==> src/rtl/intr_pkg.sv <==
// Shared arbiter FSM state encodings and interrupt trigger-type codes.
package intr_pkg;

  typedef enum logic [1:0] {
    IDLE    = 2'd0,
    PEND    = 2'd1,
    SERVICE = 2'd2
  } state_e;

  typedef enum logic [1:0] {
    INTR_PEDGE = 2'd0,
    INTR_NEDGE = 2'd1,
    INTR_HIGH  = 2'd2,
    INTR_LOW   = 2'd3
  } intr_type_e;

endpackage

==> src/rtl/intr_prio_enc.sv <==
// Rotating priority encoder: first set req bit at or after start, wrapping.
// Purely combinational, zero latency; no flow control.
module intr_prio_enc
  import intr_pkg::*;
#(
  parameter int INTR_NUM = 8,
  parameter int ID_W     = 3
) (
  input  logic [INTR_NUM-1:0] req,
  input  logic [ID_W-1:0]     start,
  output logic                vld,
  output logic [ID_W-1:0]     id
);

  logic [INTR_NUM-1:0] rot;

  function automatic logic [ID_W-1:0] wrap_id(input int s);
    int w;
    w = (s >= INTR_NUM) ? s - INTR_NUM : s;
    return w[ID_W-1:0];
  endfunction

  // Rotate so that bit 0 of rot is req[start]; lowest set bit of rot wins.
  always_comb begin
    rot = INTR_NUM'({req, req} >> start);
    vld = 1'b0;
    id  = '0;
    for (int i = INTR_NUM - 1; i >= 0; i--) begin
      if (rot[i]) begin
        vld = 1'b1;
        id  = wrap_id(i + int'(start));
      end
    end
  end

endmodule

==> src/rtl/intr_arb.sv <==
// Interrupt arbiter IDLE->PEND->SERVICE; irq 1 cycle after req, 2 cycles after complete; all outputs registered.
// Fixed lowest-index priority, or round-robin when INTR_ARB_ROUND_ROBIN_EN is defined; CPU strobes are never stalled.
module intr_arb
  import intr_pkg::*;
#(
  parameter int INTR_NUM = 8,
  parameter int ID_W     = 3
) (
  input  logic                clk,
  input  logic                rst,
  input  logic [INTR_NUM-1:0] intr_sig,
  input  logic [INTR_NUM-1:0] intr_en,
  input  logic                claim,
  input  logic                complete,
  input  logic [ID_W-1:0]     complete_id,
  output logic                irq,
  output logic [ID_W-1:0]     irq_id,
  output logic                intr_clr,
  output logic [INTR_NUM-1:0] intr_clr_sel,
  output logic                cpl_err
);

  state_e              state_q, state_d;
  logic                irq_q, irq_d;
  logic [ID_W-1:0]     irq_id_q, irq_id_d;
  logic                intr_clr_q, intr_clr_d;
  logic [INTR_NUM-1:0] intr_clr_sel_q, intr_clr_sel_d;
  logic                cpl_err_q, cpl_err_d;

  logic [INTR_NUM-1:0] req;
  logic [INTR_NUM-1:0] cur_oh;
  logic                cur_req;
  logic                cpl_match;
  logic                win_vld;
  logic [ID_W-1:0]     win_id;
  logic [ID_W-1:0]     start_ptr;

  assign req = intr_sig & intr_en;

  always_comb begin
    cur_oh = '0;
    for (int i = 0; i < INTR_NUM; i++) begin
      cur_oh[i] = (irq_id_q == ID_W'(i));
    end
  end

  assign cur_req   = |(req & cur_oh);
  assign cpl_match = (int'(complete_id) < INTR_NUM) && (complete_id == irq_id_q);

`ifdef INTR_ARB_ROUND_ROBIN_EN
  logic [ID_W-1:0] rr_ptr_q, rr_ptr_d;

  always_comb begin
    rr_ptr_d = rr_ptr_q;
    if (state_q == PEND && claim && cur_req) begin
      rr_ptr_d = (int'(irq_id_q) == INTR_NUM - 1) ? '0 : irq_id_q + ID_W'(1);
    end
  end

  always_ff @(posedge clk) begin
    if (rst) rr_ptr_q <= '0;
    else     rr_ptr_q <= rr_ptr_d;
  end

  assign start_ptr = rr_ptr_q;
`else
  assign start_ptr = '0;
`endif

  intr_prio_enc #(
    .INTR_NUM (INTR_NUM),
    .ID_W     (ID_W)
  ) u_prio_enc (
    .req   (req),
    .start (start_ptr),
    .vld   (win_vld),
    .id    (win_id)
  );

  always_comb begin
    state_d        = state_q;
    irq_d          = irq_q;
    irq_id_d       = irq_id_q;
    intr_clr_d     = 1'b0;
    intr_clr_sel_d = '0;
    cpl_err_d      = 1'b0;

    case (state_q)
      IDLE: begin
        if (win_vld) begin
          state_d  = PEND;
          irq_d    = 1'b1;
          irq_id_d = win_id;
        end
      end
      PEND: begin
        // A withdrawn request beats a simultaneous claim: nothing gets cleared.
        if (!cur_req) begin
          state_d = IDLE;
          irq_d   = 1'b0;
        end else if (claim) begin
          state_d        = SERVICE;
          irq_d          = 1'b0;
          intr_clr_d     = 1'b1;
          intr_clr_sel_d = cur_oh;
        end
      end
      SERVICE: begin
        if (complete && cpl_match) state_d = IDLE;
      end
      default: begin
        state_d = IDLE;
        irq_d   = 1'b0;
      end
    endcase

    if (complete && !(state_q == SERVICE && cpl_match)) cpl_err_d = 1'b1;
  end

  always_ff @(posedge clk) begin
    if (rst) begin
      state_q        <= IDLE;
      irq_q          <= 1'b0;
      irq_id_q       <= '0;
      intr_clr_q     <= 1'b0;
      intr_clr_sel_q <= '0;
      cpl_err_q      <= 1'b0;
    end else begin
      state_q        <= state_d;
      irq_q          <= irq_d;
      irq_id_q       <= irq_id_d;
      intr_clr_q     <= intr_clr_d;
      intr_clr_sel_q <= intr_clr_sel_d;
      cpl_err_q      <= cpl_err_d;
    end
  end

  assign irq          = irq_q;
  assign irq_id       = irq_id_q;
  assign intr_clr     = intr_clr_q;
  assign intr_clr_sel = intr_clr_sel_q;
  assign cpl_err      = cpl_err_q;

endmodule

==> config.mk <==
export PLATFORM = sky130hd
export DESIGN_NAME = intr_arb
export DESIGN_NICKNAME = d
export VERILOG_FILES = /design/src/rtl/intr_pkg.sv /design/src/rtl/intr_prio_enc.sv /design/src/rtl/intr_arb.sv
export SDC_FILE = /design/constraint.sdc
export NUM_CORES = 1
export LEC_CHECK = 0
export ABC_AREA = 1
export BUFFER_PORTS_ARGS = -buffer_cell sky130_fd_sc_hd__buf_4
export CORE_MARGIN = 5
export CORE_UTILIZATION = 30
export DETAILED_ROUTE_END_ITERATION = 10
export GPL_TIMING_DRIVEN = 1
export PLACE_DENSITY_LB_ADDON = 0.15
export SYNTH_ARGS = -nofsm -noshare
export SYNTH_HDL_FRONTEND = slang
export SYNTH_SLANG_ARGS = --single-unit
export TNS_END_PERCENT = 50
==> constraint.sdc <==
create_clock -name clk -period 1.5 [get_ports clk]
set_input_delay 0 -clock clk [delete_from_list [all_inputs] [get_ports clk]]
set_output_delay 0 -clock clk [all_outputs]
set_load 0.01 [all_outputs]
=== Word-level counts from Yosys, hierarchy flattened ===
Index checks and enable logic that the tools add are counted.

* Reductions and logical operators: 12
* Order comparisons: 0
* Mux-type cells: 27
* Div/mod/pow operators: 0
* $add $sub $neg: 0
* Shift-type cells: 0
* Eq/ne operators: 13
* Multipliers: 0
* Bitwise gates (word level): 6

{| class="wikitable"
|+ Operators by type and width
! operator !! count
|-
| 2-to-1 mux 3 bit || 8
|-
| AND 8 bit || 2
|-
| 2-to-1 mux 1 bit || 13
|-
| == test 3 bit, second input constant || 4
|-
| 2-to-1 mux 2 bit || 4
|-
| OR reduction 8 bit || 1
|-
| == test 3 x 2 -> 1 bit, second input constant || 2
|-
| one-hot mux 2 bit (3 select lines) || 1
|-
| AND reduction 3 bit || 2
|-
| inverter 1 bit || 4
|-
| OR reduction 4 bit || 1
|-
| == test 3 x 1 -> 1 bit, second input constant || 1
|-
| == test 3 bit || 1
|-
| logical AND 1 bit || 3
|-
| logical NOT 3 bit || 1
|-
| != test 3 bit, second input constant || 1
|-
| one-hot mux 1 bit (3 select lines) || 1
|-
| OR reduction 3 bit || 1
|-
| == test 2 x 1 -> 1 bit, second input constant || 1
|-
| == test 2 bit, second input constant || 1
|-
| logical NOT 2 bit || 1
|-
| != test 2 x 1 -> 1 bit, second input constant || 1
|-
| != test 2 bit, second input constant || 1
|-
| AND reduction 2 bit || 1
|-
| logical NOT 1 bit || 1
|}

* Memory bits (read-only): 0
* Latch bits: 0
* Output and inout port bits: 14
* Memories: 0
* Input bits: 23
* RAM bits: 0
* Register bits: 16
* Logic and storage cells: 64

=== Depth between registers and ports, before layout ===
* Depth after elaboration: 11
* Gate-level depth with buffers: 10
* Depth with buffers taken out: 10

=== By module ===
From an unflattened synthesis, not the netlist that was laid out.

* Cell total of the unflattened synthesis: 232
* Area total of the unflattened synthesis: 1486.4 µm²

{| class="wikitable"
|+ Modules (own cells, without submodules)
! module !! times used !! sequential area each (µm²) !! cells each !! area each (µm²)
|-
| intr_arb || 1 || 320.3 || 105 || 749.5
|-
| intr_prio_enc || 1 || 0.0 || 127 || 737.0
|}

=== Worst setup path after synthesis ===
No wires, ideal clock.

* Kind: flip-flop to flip-flop
* From: reg irq_id_q[1] (netlist: irq_id[1])
* To: reg irq_q (netlist: irq)
* Setup time: 0.071 ns
* Arrival: 1.227 ns
* Path buffers: 0
* Data required time: 1.429 ns
* Stages on the path, launching flop included: 11
* Clock period less this slack: 1.298 ns
* Setup slack: 0.202 ns
* Path through: dfxtp_1 inv_1 nor2_1 nand3_1 nand2_1 nor2_1 nand2_2 nand3_2 nand2_1 nand2_1 a21oi_1

* Cells in the longest elaborated chain, start to end: 5
* Elaborated cells between the ends (all ways): 14
* Those cells by class: 8 x eq/ne; 2 x mux; 1 x bitwise; 3 x reduce/logical

{| class="wikitable"
|+ Ends and longest elaborated chain
! item !! line !! source
|-
| start: declaration || intr_arb.sv:25 || <nowiki>logic [ID_W-1:0] irq_id_q, irq_id_d;</nowiki>
|-
| start signal: assignment || intr_arb.sv:131 || <nowiki>irq_id_q <= irq_id_d;</nowiki>
|-
| == test 3 x 1 -> 1 bit (tied with other cells) || intr_arb.sv:43 || <nowiki>cur_oh[i] = (irq_id_q == ID_W'(i));</nowiki>
|-
| AND 8 bit * || intr_arb.sv:47 || <nowiki>assign cur_req = |(req & cur_oh);</nowiki>
|-
| OR reduction 8 bit * || intr_arb.sv:47 ||
|-
| != test 3 bit (no line) or 2-to-1 mux 1 bit (tied branches) || -- ||
|-
| AND reduction 3 bit (no line) or one-hot mux 1 bit (3 select lines) (tied branches) || -- ||
|-
| end signal: assignment || intr_arb.sv:130 || <nowiki>irq_q <= irq_d;</nowiki>
|-
| end: declaration || intr_arb.sv:24 || <nowiki>logic irq_q, irq_d;</nowiki>
|}

Mark *: on every way between the ends. The rest lies on a longest branch, timed or not.
A chain may end at the register's enable or synchronous reset.

=== Worst setup path after layout ===
* From: reg irq_id_q[0] (netlist: irq_id[0])
* To: reg intr_clr_sel_q[7] (netlist: intr_clr_sel[7])

* Cells in the longest elaborated chain, start to end: 5
* Elaborated cells between the ends (all ways): 12
* Those cells by class: 7 x eq/ne; 2 x bitwise; 3 x reduce/logical

{| class="wikitable"
|+ Ends and longest elaborated chain
! item !! line !! source
|-
| == test 3 x 1 -> 1 bit (tied with other cells) || intr_arb.sv:43 ||
|-
| AND 8 bit || intr_arb.sv:47 ||
|-
| OR reduction 8 bit || intr_arb.sv:47 ||
|-
| inverter 1 bit (no line) || -- ||
|-
| OR reduction 4 bit (no line) || -- ||
|-
| end signal: assignment || intr_arb.sv:133 || <nowiki>intr_clr_sel_q <= intr_clr_sel_d;</nowiki>
|-
| end: declaration || intr_arb.sv:27 || <nowiki>logic [INTR_NUM-1:0] intr_clr_sel_q, intr_clr_sel_d;</nowiki>
|}

Parallel ways exist; a longest one is shown, timed or not.

==> flow_summary.yaml <==
outcome:
  status: "finished clean"
place:
  io_buffers: 36
  dpl-instance-area_um2: 1110
  hpwl_um: 1640
  place_inst: 185
  gp_congestion: 0.833
  pre_cts_ws_ps: 58.2
cells_and_area:
  fin_cells: 192
  fin_area_um2: 1180
  area_growth_pct: 50.4
  nNetsFinal: 186
  diodes: 0
  finish.utilization: 0.473
  layout-drive-gt1-share: 0.309
setup_path:
  critPathBufInv: 0
  regToRegSetupSlack_ps: 110
  r2r_cells: 7
  cp.arrival_ps: 1600
  cp.required_ps: 1710
  cp_slowest_cell: "dfxtp_2"
  r2r-end: "intr_clr_sel[7]"
  path_class: "flop to flop"
  path_cells: "nor2_1 > nand3_1 > nand2_1 > nor2_1 > nand2_2 > nand4_4 > nor3_1"
  r2r-start: "irq_id[0]"
  critPathTopFamily: "simple AND/OR/NAND/NOR gates"
  startpoint_type: "flop"
  cp_common_cell: "nor2_1"
  cp_max_fo: 9
  critPathMaxStageDelay_ps: 370
  critical_path.endpoint_type: "flop"
global_routing:
  grt_pass1_vias: 819
  grt_overflow: 0
  antenna_found_initial: 0
  grt_pass1_wl_um: 3350
  grt_use_total: 0.119
  grt_max_degree: 10
clock_tree:
  cts_root_buf: "clkbuf_4"
  cts_tree: "yes"
  cts_setup_buffers: 0
  clk-insertion-delay-late_ps: 300
  cts_max_level: 1
  clock-sinks: 16
  numCtsBuffers: 3
  cts_max_path_buffers: 2
  clk_pin_slew_worst_paths_ps: 100
timing:
  fin_ws_ps: 112
  fmaxAchievable_mhz: 721
  period_minus_slack_ps: 1390
  setup_viol: 0
  rsz0062_at_grt: "yes"
  slew_headroom: 0.630
  hold_viol: 0
  whs_ps: 61.0
  finalMaxSlewViolations: 0
  fin_skew_ps: 9.99
  fin_crit_sh: 0.925
  worst_slew_pin_slew_ps: 549
die:
  start_util: 0.315
  die_height_um: 61.2
  io_pins: 37
  dieArea_um2: 3750
  core_area_um2: 2500
  die_w_um: 61.2
  rows: 18
logic_synthesis:
  synth_fp_nets: 140
  syn_inst: 117
  syn_area_per_cell_um2: 6.73
  synth.distinct_cells: 16
  synth.yosys.seq_area_share: 0.407
  synth-seq-cells: 16
  netlist.area_leader.share: 0.407
  synth_area_um2: 787
  synth_area_leaders: "dfxtp_1, nand2_1, inv_1, nor2_1, nand3_1"
  yosys_warnings: 0
  synth_largest_area_cell: "dfxtp_1"
routing:
  drt_pre_antenna_iters: 4
  drc: 0
  ant_nets: 0
  wl_per_cell_um: 10.5
  viasPerCell: 4.45
  vias: 855
  dr.first_iter.drc_count: 15
  routed_wl_um: 2010
pwr:
  peakVddDrop_uv: 341
  p_per_area_nw_per_um2: 876
  p_leak_nw: 0.638
min_path:
  min_path_type: "input port to flop"
  worstHoldStart: "intr_en[0]"
  hold_end: "irq_id[0]"
  holdPathStages: 4
run:
  maxCapViolCount: 0
==> how the worst max path moves through the flow <==
stage / slack [ps] / from / to / cells past startpoint
final: 110 / irq_id[0] / intr_clr_sel[7] / 7
after global routing: -70 / irq_id[1] / intr_clr_sel[7] / 8
after CTS: 5 / irq_id[1] / intr_clr_sel[7] / 8
after detailed placement: 60 / irq_id[1] / intr_clr_sel[7] / 8
after global placement: 120 / intr_sig[4] / irq_id[0] / 7
after floorplan: 200 / irq_id[1] / irq / 10
==> metrics by stage <==
stage	setup TNS, ps	total power, mW
floorplan	0	0.625
CTS	0	1.04
finish	0	1.04
global placement	0	0.746
global route	-126	1.10
detailed placement	0	0.748
==> cell type report <==
cell class | instances | area, um2
Clock buffer | 4 | 36.3
Inverter | 18 | 67.6
Multi-Input combinational cell | 82 | 397
Timing Repair Buffer | 42 | 323
Tap cell | 30 | 37.5
Sequential cell | 16 | 323
Fill cell | 265 | 1320
==> per-layer routing <==
metal	vias up	GRT usage	wire length, um
met5	-	0	0
met1	363	0.135	888
met2	26	0.207	898
met3	5	0.0294	178
met4	0	0.0557	44
li1	461	-	-
==> sequential cells by signal (all words and copies together) (netlist names) <==
register      cells
intr_clr_sel      8
state_q           2
irq               1
irq_id            3
cpl_err           1
intr_clr          1
==> layout by cell type, fill, tap and decap left out, types with 3 or more instances in the layout <==
cell and instances:
buf_4 39, nand2_1 30, inv_1 17, nor2_1 16, dfxtp_1 14, nand3_1 11
a21oi_1 6, o21ai_0 4, xor2_1 3, nor3_1 3, clkbuf_4 3, dlygate4sd3_1 3
==> worst register-to-register path, cell delays in order, from the launching register on <==
cell and delay, ps:
dfxtp_2 370, nor2_1 250, nand3_1 120, nand2_1 70
nor2_1 50, nand2_2 110, nand4_4 150, nor3_1 180
==> logic make-up after synthesis <==
group | Yosys count | synth area share
flops | 16 | 0.407
xor+xnor | 3 | 0.0334
compound gates | 13 | 0.0906
simple gates | 66 | 0.377
buf+inv | 19 | 0.0922
==> synth_stat cells <==
master and count:
a211oi_1 2, a21oi_1 6, a31oi_1 1, buf_2 1
dfxtp_1 16, inv_1 18, nand2_1 30, nand2_2 1
nand3_1 11, nand3_2 1, nand4_1 2, nand4_4 1
nor2_1 17, nor3_1 3, o21ai_0 4, xor2_1 3
==> power by group <==
group          leakage, nW  internal (mW)  switching (mW)
registers            0.131          0.449          0.0217
clock network       0.0210          0.148           0.141
logic                0.486          0.127           0.151
total                0.638          0.723           0.314
==> repair_timing <==
| item | in CTS | in global routing |
|---|---|---|
| endpoints found under the hold margin | 6 | 0 |
| gates resized for setup | 0 | 4 |
| hold buffers | 3 | 0 |
| setup endpoints to repair | 0 | 12 |
Power figures use the tool's default switching activity.
